### config.mk
export PLATFORM = sky130hd
export DESIGN_NAME = aether_mem_sequencer
export DESIGN_NICKNAME = d
export VERILOG_FILES = /design/src/rtl/aether_pkg.sv /design/src/rtl/aether_mem_sequencer.sv
export SDC_FILE = /design/constraint.sdc
export NUM_CORES = 1
export LEC_CHECK = 0
export CAP_MARGIN = 20
export CORE_ASPECT_RATIO = 1.4
export CORE_MARGIN = 5
export CORE_UTILIZATION = 50
export DETAILED_ROUTE_END_ITERATION = 7
export GPL_ROUTABILITY_DRIVEN = 0
export PLACE_DENSITY = 0.9
export SKIP_CTS_REPAIR_TIMING = 1
export SYNTH_ARGS = -nofsm -noshare
export SYNTH_HDL_FRONTEND = slang
export SYNTH_SLANG_ARGS = --single-unit
### constraint.sdc
create_clock -name clk_i -period 6.65 [get_ports clk_i]
set_input_delay 0.665 -clock clk_i [delete_from_list [all_inputs] [get_ports clk_i]]
set_output_delay 0.665 -clock clk_i [all_outputs]
set_load 0.1 [all_outputs]
### src/rtl/aether_pkg.sv
// aether_pkg: shared Aether types and default stats-upper codes.
package aether_pkg;
    typedef enum logic [1:0] {IDLE, RUN, DONE, ERR} seq_state_e;
    localparam logic [7:0] STAT_DONE  = 8'h01;
    localparam logic [7:0] STAT_ERR   = 8'h02;
    localparam logic [7:0] STAT_ABORT = 8'h04;
endpackage

### src/rtl/aether_mem_sequencer.sv
// aether_mem_sequencer: sweeps {memup, low} from mstrt to mendd over a valid/ready beat port.
module aether_mem_sequencer
    import aether_pkg::*;
#(
    parameter logic [7:0] StatDone  = STAT_DONE,
    parameter logic [7:0] StatErr   = STAT_ERR,
    parameter logic [7:0] StatAbort = STAT_ABORT
) (
    input  logic        clk_i,
    input  logic        rst_ni,
    input  logic        start_i,
    input  logic        abort_i,
    input  logic [15:0] reg_memup_i,
    input  logic [15:0] reg_mstrt_i,
    input  logic [15:0] reg_mendd_i,
    output logic [31:0] mem_addr_o,
    output logic        mem_valid_o,
    input  logic        mem_ready_i,
    output logic        mem_last_o,
    output logic        busy_o,
    output logic        done_o,
    output logic        err_o,
    output logic [16:0] beat_cnt_o,
    output logic [7:0]  stats_upper_o,
    output logic        we_stats_upper_o
);
    seq_state_e  state_q, state_d;
    logic [15:0] mendd_q, mendd_d, low_nxt;
    logic [31:0] addr_d;
    logic [16:0] cnt_d;
    logic [7:0]  stats_d;
    logic        valid_d, last_d, busy_d, done_d, err_d, we_d, fire;

    assign low_nxt = mem_addr_o[15:0] + 16'd1;
    assign fire    = mem_valid_o & mem_ready_i;

    // Every output is computed one cycle ahead and registered, so none depends combinationally on inputs.
    always_comb begin
        state_d = state_q;
        mendd_d = mendd_q;
        addr_d  = mem_addr_o;
        cnt_d   = beat_cnt_o;
        stats_d = stats_upper_o;
        err_d   = err_o;
        valid_d = 1'b0;
        last_d  = 1'b0;
        busy_d  = 1'b0;
        done_d  = 1'b0;
        we_d    = 1'b0;
        case (state_q)
            IDLE: if (start_i) begin
                mendd_d = reg_mendd_i;
                cnt_d   = '0;
                busy_d  = 1'b1;
                if (reg_mendd_i < reg_mstrt_i) begin
                    state_d = ERR;
                    err_d   = 1'b1;
                    we_d    = 1'b1;
                    stats_d = StatErr;
                end else begin
                    state_d = RUN;
                    err_d   = 1'b0;
                    addr_d  = {reg_memup_i, reg_mstrt_i};
                    valid_d = 1'b1;
                    last_d  = reg_mstrt_i == reg_mendd_i;
                end
            end
            RUN: begin
                busy_d  = 1'b1;
                valid_d = 1'b1;
                last_d  = mem_last_o;
                if (fire) cnt_d = beat_cnt_o + 17'd1;
                // Stop on the last beat instead of incrementing, so an end of FFFF never wraps.
                if (fire && mem_last_o) begin
                    state_d = DONE;
                    valid_d = 1'b0;
                    last_d  = 1'b0;
                    done_d  = 1'b1;
                    we_d    = 1'b1;
                    stats_d = StatDone;
                end else if (abort_i) begin
                    state_d = IDLE;
                    valid_d = 1'b0;
                    last_d  = 1'b0;
                    busy_d  = 1'b0;
                    we_d    = 1'b1;
                    stats_d = StatAbort;
                end else if (fire) begin
                    addr_d = {mem_addr_o[31:16], low_nxt};
                    last_d = low_nxt == mendd_q;
                end
            end
            default: state_d = IDLE;
        endcase
    end

    always_ff @(posedge clk_i) begin
        if (!rst_ni) begin
            state_q          <= IDLE;
            mendd_q          <= '0;
            mem_addr_o       <= '0;
            mem_valid_o      <= 1'b0;
            mem_last_o       <= 1'b0;
            busy_o           <= 1'b0;
            done_o           <= 1'b0;
            err_o            <= 1'b0;
            beat_cnt_o       <= '0;
            stats_upper_o    <= '0;
            we_stats_upper_o <= 1'b0;
        end else begin
            state_q          <= state_d;
            mendd_q          <= mendd_d;
            mem_addr_o       <= addr_d;
            mem_valid_o      <= valid_d;
            mem_last_o       <= last_d;
            busy_o           <= busy_d;
            done_o           <= done_d;
            err_o            <= err_d;
            beat_cnt_o       <= cnt_d;
            stats_upper_o    <= stats_d;
            we_stats_upper_o <= we_d;
        end
    end
endmodule

==> impl_metrics.json, run 1 <==
{
  "peakVddDrop_v": 0.0001644,
  "drt_iter0_markers": 305,
  "insertion_delay_ps": 330,
  "grt_overflow": 0,
  "critical_path_class": "primary input to register",
  "yosysSeqAreaShare_pct": 36.74,
  "layout-drive-gt1-share_pct": 4.952,
  "synth-simple-area-share_pct": 24.80,
  "grt.met1_usage_pct": 25.57,
  "critPathCaptureType": "register",
  "wl_mm": 12.23,
  "fillers": 644,
  "avgSynthCellArea_um2": 7.785,
  "holdCritPathClass": "register to register",
  "hold_violations": 0,
  "maxCapViolCount": 0,
  "grt_use_met3_pct": 3.431,
  "synthAdderAreaFrac_pct": 5.438,
  "synth_top_area_cell": "dfxtp_1",
  "synth_area_leaders": "dfxtp_1, nand2_1, a21oi_1, ha_1, xor2_1",
  "cp-start-kind": "primary input",
  "async_flop_share_pct": 0,
  "synth_edf_count": 0,
  "grt_usage_pct": 23.41,
  "die_x_um": 86.92,
  "grt_pass1_wl_mm": 19.55,
  "coreArea_um2": 8149,
  "synth_warnings": 0,
  "stdcell_count": 728,
  "synth_common_cells": "nand2_1, dfxtp_1, a21oi_1, nor2_1, o21ai_0",
  "tightestPinTransition_ps": 1046,
  "synth_top_family_by_area": "simple AND/OR/NAND/NOR gates",
  "p_total_uw": 1360,
  "crit_arrival_ps": 3540,
  "synth-compound-area-share_pct": 19.52,
  "grt_pass1_vias": 4266,
  "use_met2_pct": 42.11,
  "fin_crit_ps": 3292,
  "worst-path-max-fanout": 32,
  "p_leak_uw": 0.002081,
  "grt_max_degree": 57,
  "synth_cell_type_count": 59,
  "cts.htree.levels": 3,
  "cts_num_sinks": 76,
  "chipHeight_um": 117.7,
  "grt_busiest_layer": "met2",
  "dp_hpwl_mm": 9.009,
  "start_util_pct": 50.82,
  "route.detailed.wl_per_inst_um": 16.80,
  "netlist_area_um2": 4141,
  "drtPass1Iterations": 5,
  "clkTransAtPathRegs_ps": 60,
  "synth_top_area_share_pct": 36.74,
  "multi_input_area_um2": 2364,
  "skew_ps": 6.564,
  "diodes": 0,
  "cts-buffers-inserted": 9,
  "synth_xor_area_share_pct": 6.767,
  "finalMaxSlewViolations": 0,
  "dr_total_vias": 4417,
  "status": "finished clean",
  "fin_crit_sh_pct": 49.50,
  "num_io_pins": 116,
  "synthMuxAreaShare_pct": 0,
  "antenna_left": 0,
  "fin_tns_setup_ps": 0,
  "yosysMostFrequentCell": "nand2_1",
  "seq_area_um2": 1521,
  "cts_tree": "built",
  "slew_headroom_pct": 30.28,
  "syn2layout_area_growth_pct": 33.90,
  "nets": 693,
  "ys_seq_elements": 76,
  "clockBufferDepth": 2,
  "clock-root-buffer": "clkbuf_16",
  "portBuffers": 110,
  "routed_via_density": 6.067,
  "grt_antenna_before_repair": 0,
  "pwr_density_cell_nw_per_um2": 245.3,
  "die_area_um2": 10230,
  "drcViolationCount": 0,
  "rsz0062_at_grt": "false",
  "required_ps": 6890,
  "synthFlopType": "dfxtp_1",
  "placed_cells": 711,
  "fmax_mhz": 303.8,
  "setup_viol": 0,
  "row_count": 39,
  "syn-instance-count": 532
}
stage by stage:
step / cell area [um^2] / utilization [%] / hold WS [ps] / setup slack [ps]
CTS: 5519 / 67.73 / 458.3 / 3371
finish: 5545 / 68.05 / 456.4 / 3358
detailed placement: 5206 / 63.89 / 450.3 / 3009
global placement: 5206 / 63.89 / 445.6 / 3159
floorplan: 4156 / - / 447.8 / 3739
global route: 5545 / 68.05 / 483.2 / 3126
flip-flops by register name, summed over array words and instances, names as in the netlist:
name	flops
busy_o	1
mem_valid_o	1
mendd_q	16
state_q	2
mem_addr_o	32
err_o	1
mem_last_o	1
beat_cnt_o	17
done_o	1
we_stats_upper_o	1
stats_upper_o	3
critical path, stage by stage:
cell,delay [ps]
clkdlybuf4s50_1,480
inv_1,50
ha_1,300
a21o_1,200
a221o_1,340
a221oi_2,490
a31o_2,650
o21ai_0,190
a21oi_1,160
report_power, final:
group          internal, uW  switching, uW  total [uW]
Sequential              479           27.6         506
Combinational           106            235         340
Clock                   327            187         514
layer usage:
metal | part of all wire [%] | vias to the layer above
met2 | 52 | 245
li1 | - | 2045
met4 | 4.8 | 0
met5 | 0 | -
met3 | 7.0 | 54
met1 | 36 | 2073
cells in the final DEF (no fill, tap or decap), drive strengths merged, types with 19 or more instances in the layout:
cell type      Yosys  final
nand2             87     87
nor2              34     34
nand3             19     19
nand4             23     23
o21ai             26     26
dfxtp             76     76
a21oi             55     55
clkdlybuf4s50      0    109
inv               24     25
kinds of logic after synthesis:
kind of cell	after synthesis
other	1
buffers and inverters	62
AO/OA/AOI/OAI	131
AND/OR/NAND/NOR	212
XOR/XNOR	32
flip-flops	76
adder cells (fa/ha/maj)	18
worst paths after layout:
kind | slack, ps | from | to | cells after the start
max | 3360 | reg_mstrt_i[9] | mem_addr_o[8]$_SDFFE_PN0P_ | 9
min | 460 | mem_addr_o[30]$_SDFFE_PN0P_ | mem_addr_o[30]$_SDFFE_PN0P_ | 2
max reg2reg | 4220 | mem_addr_o[1]$_SDFFE_PN0P_ | mem_last_o$_SDFFE_PN0P_ | 8
min reg2reg | 460 | mem_addr_o[30]$_SDFFE_PN0P_ | mem_addr_o[30]$_SDFFE_PN0P_ | 2
area by class of cell:
type | instances | share of cell area (%)
Timing Repair Buffer | 113 | 20.37
Inverter | 24 | 1.625
Clock inverter | 6 | 1.579
Clock buffer | 9 | 4.061
Multi-Input combinational cell | 398 | 42.62
Tap cell | 102 | 2.301
Sequential cell | 76 | 27.44
No activity file was read; power rests on OpenSTA's default activity.
==> inputs of run 2 (changes only) <==
Settings changed: CORE_UTILIZATION 50 to 48, PLACE_DENSITY 0.9 to 0.87.
Clock period 6.65 ns to 3.3 ns, I/O delays scaled along.
==> run 2 against run 1 <==
- final area up 0.93%
- total power up 110%
- die area up 3.7%
- largest cell class unchanged
- critical path depth up 2
- sequential power up 100%
- global-route usage up 0.61 points
==> impl_metrics.json, run 2 (synthesis gave the netlist of run 1 again) <==
{
  "status": "finished clean",
  "grt_overflow": 0,
  "route.detailed.wl_per_inst_um": 17.23,
  "grt_antenna_before_repair": 0,
  "p_leak_uw": 0.002125,
  "slowest_delay_ps": 530,
  "finalMaxSlewViolations": 0,
  "seqPwrFrac_pct": 36.0,
  "dr_total_vias": 4384,
  "diodes": 0,
  "grt_pass1_wl_mm": 20.16,
  "combinationalPowerShare_pct": 24.6,
  "fillers": 693,
  "cpMaxStageDelayCell": "a211oi_1",
  "holdCritPathClass": "primary input to register",
  "critPathCaptureType": "register",
  "critical_path_class": "primary input to register",
  "largest_register_ffs": 32,
  "layout-drive-gt1-share_pct": 6.498,
  "maxCapViolCount": 0,
  "clock-root-buffer": "clkbuf_16",
  "worst-path-max-fanout": 12,
  "crit_arrival_ps": 2910,
  "grt_max_degree": 56,
  "nets": 698,
  "cts.htree.levels": 3,
  "hold_violations": 0,
  "dp_hpwl_mm": 9.208,
  "portBuffers": 110,
  "pwr_density_cell_nw_per_um2": 506.4,
  "pre_cts_slack_ps": 81.36,
  "routed_via_density": 5.957,
  "clkTransAtPathRegs_ps": 60,
  "path_common_cell": "a21oi_1",
  "power_switching_uw": 898.9,
  "insertion_delay_ps": 330,
  "cts_num_sinks": 76,
  "cts-buffers-inserted": 9,
  "cp-start-kind": "primary input",
  "clkPwrFrac_pct": 39.4,
  "setup_viol": 0,
  "multi_input_area_um2": 2364,
  "die_area_um2": 10610,
  "tightestPinTransition_ps": 1008,
  "row_count": 40,
  "peakVddDrop_v": 0.0003572,
  "fin_crit_sh_pct": 81.26,
  "mostFrequentLayoutCells": "clkdlybuf4s50_1, nand2_1, dfxtp_1",
  "wl_mm": 12.68,
  "slew_headroom_pct": 32.58,
  "mostFrequentLayoutCell": "clkdlybuf4s50_1",
  "chipHeight_um": 119.9,
  "required_ps": 3530,
  "fin_tns_setup_ps": 0,
  "num_io_pins": 116,
  "skew_ps": 3.072,
  "die_x_um": 88.51,
  "crit_chain": "clkdlybuf4s50_1, inv_1, ha_1, a21oi_1, nor2_1, a211oi_1, a21o_1, a31o_2, buf_4, a21oi_1, o32ai_1",
  "rsz0062_at_grt": "false",
  "internal_power_uw": 1935,
  "antenna_left": 0,
  "grt_pass1_vias": 4342,
  "drtPass1Iterations": 5,
  "start_util_pct": 48.68,
  "placed_cells": 720,
  "stdcell_count": 736,
  "syn2layout_area_growth_pct": 35.14,
  "p_sw_share_pct": 31.72,
  "grt.met1_usage_pct": 25.37,
  "regMostFlops": "mem_addr_o",
  "grt_busiest_layer": "met2",
  "top_regs": "mem_addr_o x32, beat_cnt_o x17, mendd_q x16",
  "use_met2_pct": 43.21,
  "fmax_mhz": 372.9,
  "seq_area_um2": 1521,
  "drcViolationCount": 0,
  "clockBufferDepth": 2,
  "drt_iter0_markers": 265,
  "cts_tree": "built",
  "final.setup.worst_slack_ps": 618.4,
  "coreArea_um2": 8508,
  "grt_usage_pct": 24.02,
  "fin_crit_ps": 2682,
  "grt_use_met3_pct": 4.876
}
==> run 2: critical path: cells and delay by family <==
family	cells	cell delay, ps
fa+ha+maj	1	320
simple gates	1	50
buf+inv	3	760
compound gates	6	1440
==> run 2: power groups by stage <==
| stage | Combinational [uW] | Sequential (uW) | Clock, uW |
|---|---|---|---|
| floorplan | 277 | 1240 | 0 |
| global placement | 669 | 1040 | 0 |
| detailed placement | 685 | 1040 | 0 |
| CTS | 690 | 1020 | 1130 |
| global route | 737 | 1030 | 1170 |
| finish | 698 | 1020 | 1120 |
==> run 2: layout make-up <==
type                       count  area share [%]
clock buffer                  10           4.270
clock inverter                 5           1.789
inverter                      24           1.610
multi-input combinational    398           42.23
sequential                    76           27.19
tap                          105           2.347
timing repair buffer         118           20.57
==> run 2: final timing paths <==
kind | to | depth (start not counted) | start | slack, ps
min | mem_valid_o$_SDFF_PN0_ | 3 | rst_ni | 310
min reg2reg | mem_addr_o[20]$_SDFFE_PN0P_ | 2 | mem_addr_o[20]$_SDFFE_PN0P_ | 460
max reg2reg | mem_last_o$_SDFFE_PN0P_ | 7 | mem_addr_o[0]$_SDFFE_PN0P_ | 810
max | mem_addr_o[12]$_SDFFE_PN0P_ | 11 | reg_mstrt_i[5] | 620
==> run 2: layer usage <==
layer  routed length, um  up-vias
li1                    -     2057
met1                4496     2034
met4                 613        0
met5                   0        -
met2                6565      232
met3                1003       61
==> run 2: stage by stage <==
| stage | hold slack, ps | power, uW | area, um^2 | utilization [%] |
|---|---|---|---|---|
| floorplan | 447.8 | 1518 | 4156 | - |
| global placement | 448.6 | 1705 | 5243 | 61.62 |
| detailed placement | 456.8 | 1723 | 5243 | 61.62 |
| CTS | 286.7 | 2839 | 5582 | 65.60 |
| global route | 316.9 | 2930 | 5597 | 65.78 |
| finish | 312.0 | 2834 | 5597 | 65.78 |
==> variant: new RTL, settings of run 1 <==
The 4 states of `seq_state_e` get a one-hot encoding in 4 bits.
--- a/src/rtl/aether_pkg.sv
+++ b/src/rtl/aether_pkg.sv
@@ -2,3 +2,3 @@
 package aether_pkg;
-    typedef enum logic [1:0] {IDLE, RUN, DONE, ERR} seq_state_e;
+    typedef enum logic [3:0] {IDLE = 4'b0001, RUN = 4'b0010, DONE = 4'b0100, ERR = 4'b1000} seq_state_e;
     localparam logic [7:0] STAT_DONE  = 8'h01;
Check against the original RTL: same outputs for any inputs over 4 cycles, from zero or initial values and one cycle with rst_ni low; so few cycles prove little.
==> variant against run 1 <==
Worst hold slack better by 0.025 ns; critical endpoint is now mem_addr_o[13]; power up 6.9%; register-to-register slack worse by 0.18 ns; largest cell class unchanged; maximum frequency up 2.1%; area after synthesis up 5.9%; final area up 4.2%; sequential cell count up 2; setup slack better by 0.067 ns; sequential power up 7.3%; wire length up 1.4%; critical path depth up 1.
==> variant: results (changes against run 1) <==
Routing
  • DRC viols: 0 (unchanged)
  • Initial DRT Pass Iterations: 5 (unchanged)
  • DR iter-0 viols: 332 (was 305)
  • Final antenna-violating net count: 0 (unchanged)
  • Routed len/inst: 16.9 microns (was 16.8 microns)
  • Vias per std cell: 5.71 (was 6.07)
  • Post-Route WL: 12400 microns (was 12200 microns)

Yosys
  • Largest cells by area after synthesis: dfxtp_1 36%, nand2_1 7.6%, ha_1 5.1% (was dfxtp_1 37%, nand2_1 7.9%, a21oi_1 6.6%)
  • Register area share after synthesis: 35.6% (was 36.7%)
  • Synth cell types: 57 (was 59)
  • Top cells by count, synth: 89 x nand2_1, 78 x dfxtp_1, 33 x nor2_1 (was 87 x nand2_1, 76 x dfxtp_1, 55 x a21oi_1)
  • Asr flop ratio synth: 0% (unchanged)
  • Synth warn: 0 (unchanged)

Critical path
  • CP arrival: 3.49 ns (was 3.54 ns)
  • Reg-to-reg slack, setup: 4.04 ns (was 4.22 ns)
  • Max FO, Critical Path: 32 (unchanged)

Global routing
  • First-pass GRT wire length: 20100 microns (was 19500 microns)
  • Antenna violations before repair: 0 (unchanged)
  • Largest net degree at the start of global routing: 81 (was 57)
  • GRT Total Usage: 23.7% (was 23.4%)
  • Vias in the first global route: 4195 (was 4266)

Clock network
  • H-tree lvl count: 3 (unchanged)
  • Root buf cell: clkbuf_16 (unchanged)
  • CTS buffer count: 9 (unchanged)
  • Clock Tree Buf Depth: 2 (unchanged)
  • Clk slew on worst S/H paths: 0.06 ns (about the same)
  • Worst skew pair latency: between 0.3 and 0.4 ns

Power and ir drop
  • Worst vdd ir: 0.157 mV (was 0.164 mV)
  • Clk pwr share: 31.9% (was 37.8%)
  • Sw frac: 37.6% (was 33.0%)
  • P_leak: 0.00221 uW (was 0.00208 uW)

Finish
  • Layout cells sized above 1: 5.57% (was 4.95%)
  • Biggest registers after layout: mem_addr_o: 32 flops, beat_cnt_o: 17 flops, mendd_q: 16 flops (unchanged)
  • Fill count: 666 (was 644)
  • Layout net count: 694 (was 693)
  • Antenna Cells: 0 (unchanged)

Place
  • Dpl hpwl: 8990 microns (was 9010 microns)
  • IO buf count: 110 (unchanged)

Status
  • Status: finished, final reports clean (unchanged)

Timing
  • Worst-Margin Slew: 0.997 ns (was 1.05 ns)
  • Clk_skew: 0.00722 ns (was 0.00656 ns)
  • Hold Slack: 0.481 ns (was 0.456 ns)

Min path
  • HP Class: reg2reg (unchanged)
## variant: changes by cell type after synthesis, sizes merged, moves of 6 or more
cell,run 1,this run
o21a,0,6
a21o,7,0
nand4,23,7
o21ai,26,20
mux2i,0,18
a21boi,0,17
a21oi,55,21
nor2b,2,23
o22ai,4,12
## variant: logic make-up (layout without fill, tap and decap cells)
logic type / count (synthesis) / count (layout) / share of synthesized area (%)
compound gates: 108 / 108 / 16.8
xor+xnor: 37 / 37 / 7.39
fa+ha+maj: 19 / 19 / 5.36
buf+inv: 54 / 148 / 5.71
flops: 78 / 78 / 35.6
mux: 18 / 18 / 4.11
other cells: 1 / 5 / 0.0855
simple gates: 215 / 215 / 25.0
## variant: power groups by stage
stage | combinational [uW] | sequential (uW) | clock [uW]
after floorplan | 182 | 697 | 0
after global placement | 431 | 549 | 0
after detailed placement | 442 | 551 | 0
after CTS | 445 | 541 | 469
after global routing | 473 | 548 | 491
final | 447 | 543 | 464
## variant: area by class of cell
cell class	instances	area share [%]
well taps	105	2.27
flip-flops and latches	78	27.0
clock buffers	11	4.20
clock inverters	5	0.715
multi-input cells	402	45.0
repair buffers	113	19.5
inverters	19	1.23
## variant: final timing paths
check,start,end,depth (start not counted)
min reg2reg,mendd_q[14],mendd_q[14],2
max,reg_mstrt_i[1],mem_addr_o[13],10
min,mendd_q[14],mendd_q[14],2
max reg2reg,mem_addr_o[0],mem_last_o,8
## variant: layer usage
layer	GRT usage, %	vias up	wire [microns]
li1	-	2013	-
met1	26.4	1950	4660
met2	41.8	184	6460
met3	5.86	39	882
met4	9.59	0	395
met5	0	-	0
## variant: metrics by stage
step                util, %  setup slack, ns  power, uW  area (sq um)  cells
floorplan                 -             3.80        879          4400    534
global placement       64.0             3.03        980          5480    716
detailed placement     64.0             2.88        993          5480    716
CTS                    67.3             3.18       1450          5760    732
global route           67.5             3.27       1510          5780    733
finish                 67.5             3.43       1450          5780    733
## variant: worst max-delay path, cell delays in order
cell,delay (ns)
clkdlybuf4s50_1,0.45
inv_1,0.06
ha_1,0.32
nor2b_1,0.14
o211ai_1,0.19
a21oi_1,0.13
o21ai_0,0.53
a31o_2,0.68
o211ai_1,0.19
o21ai_1,0.12
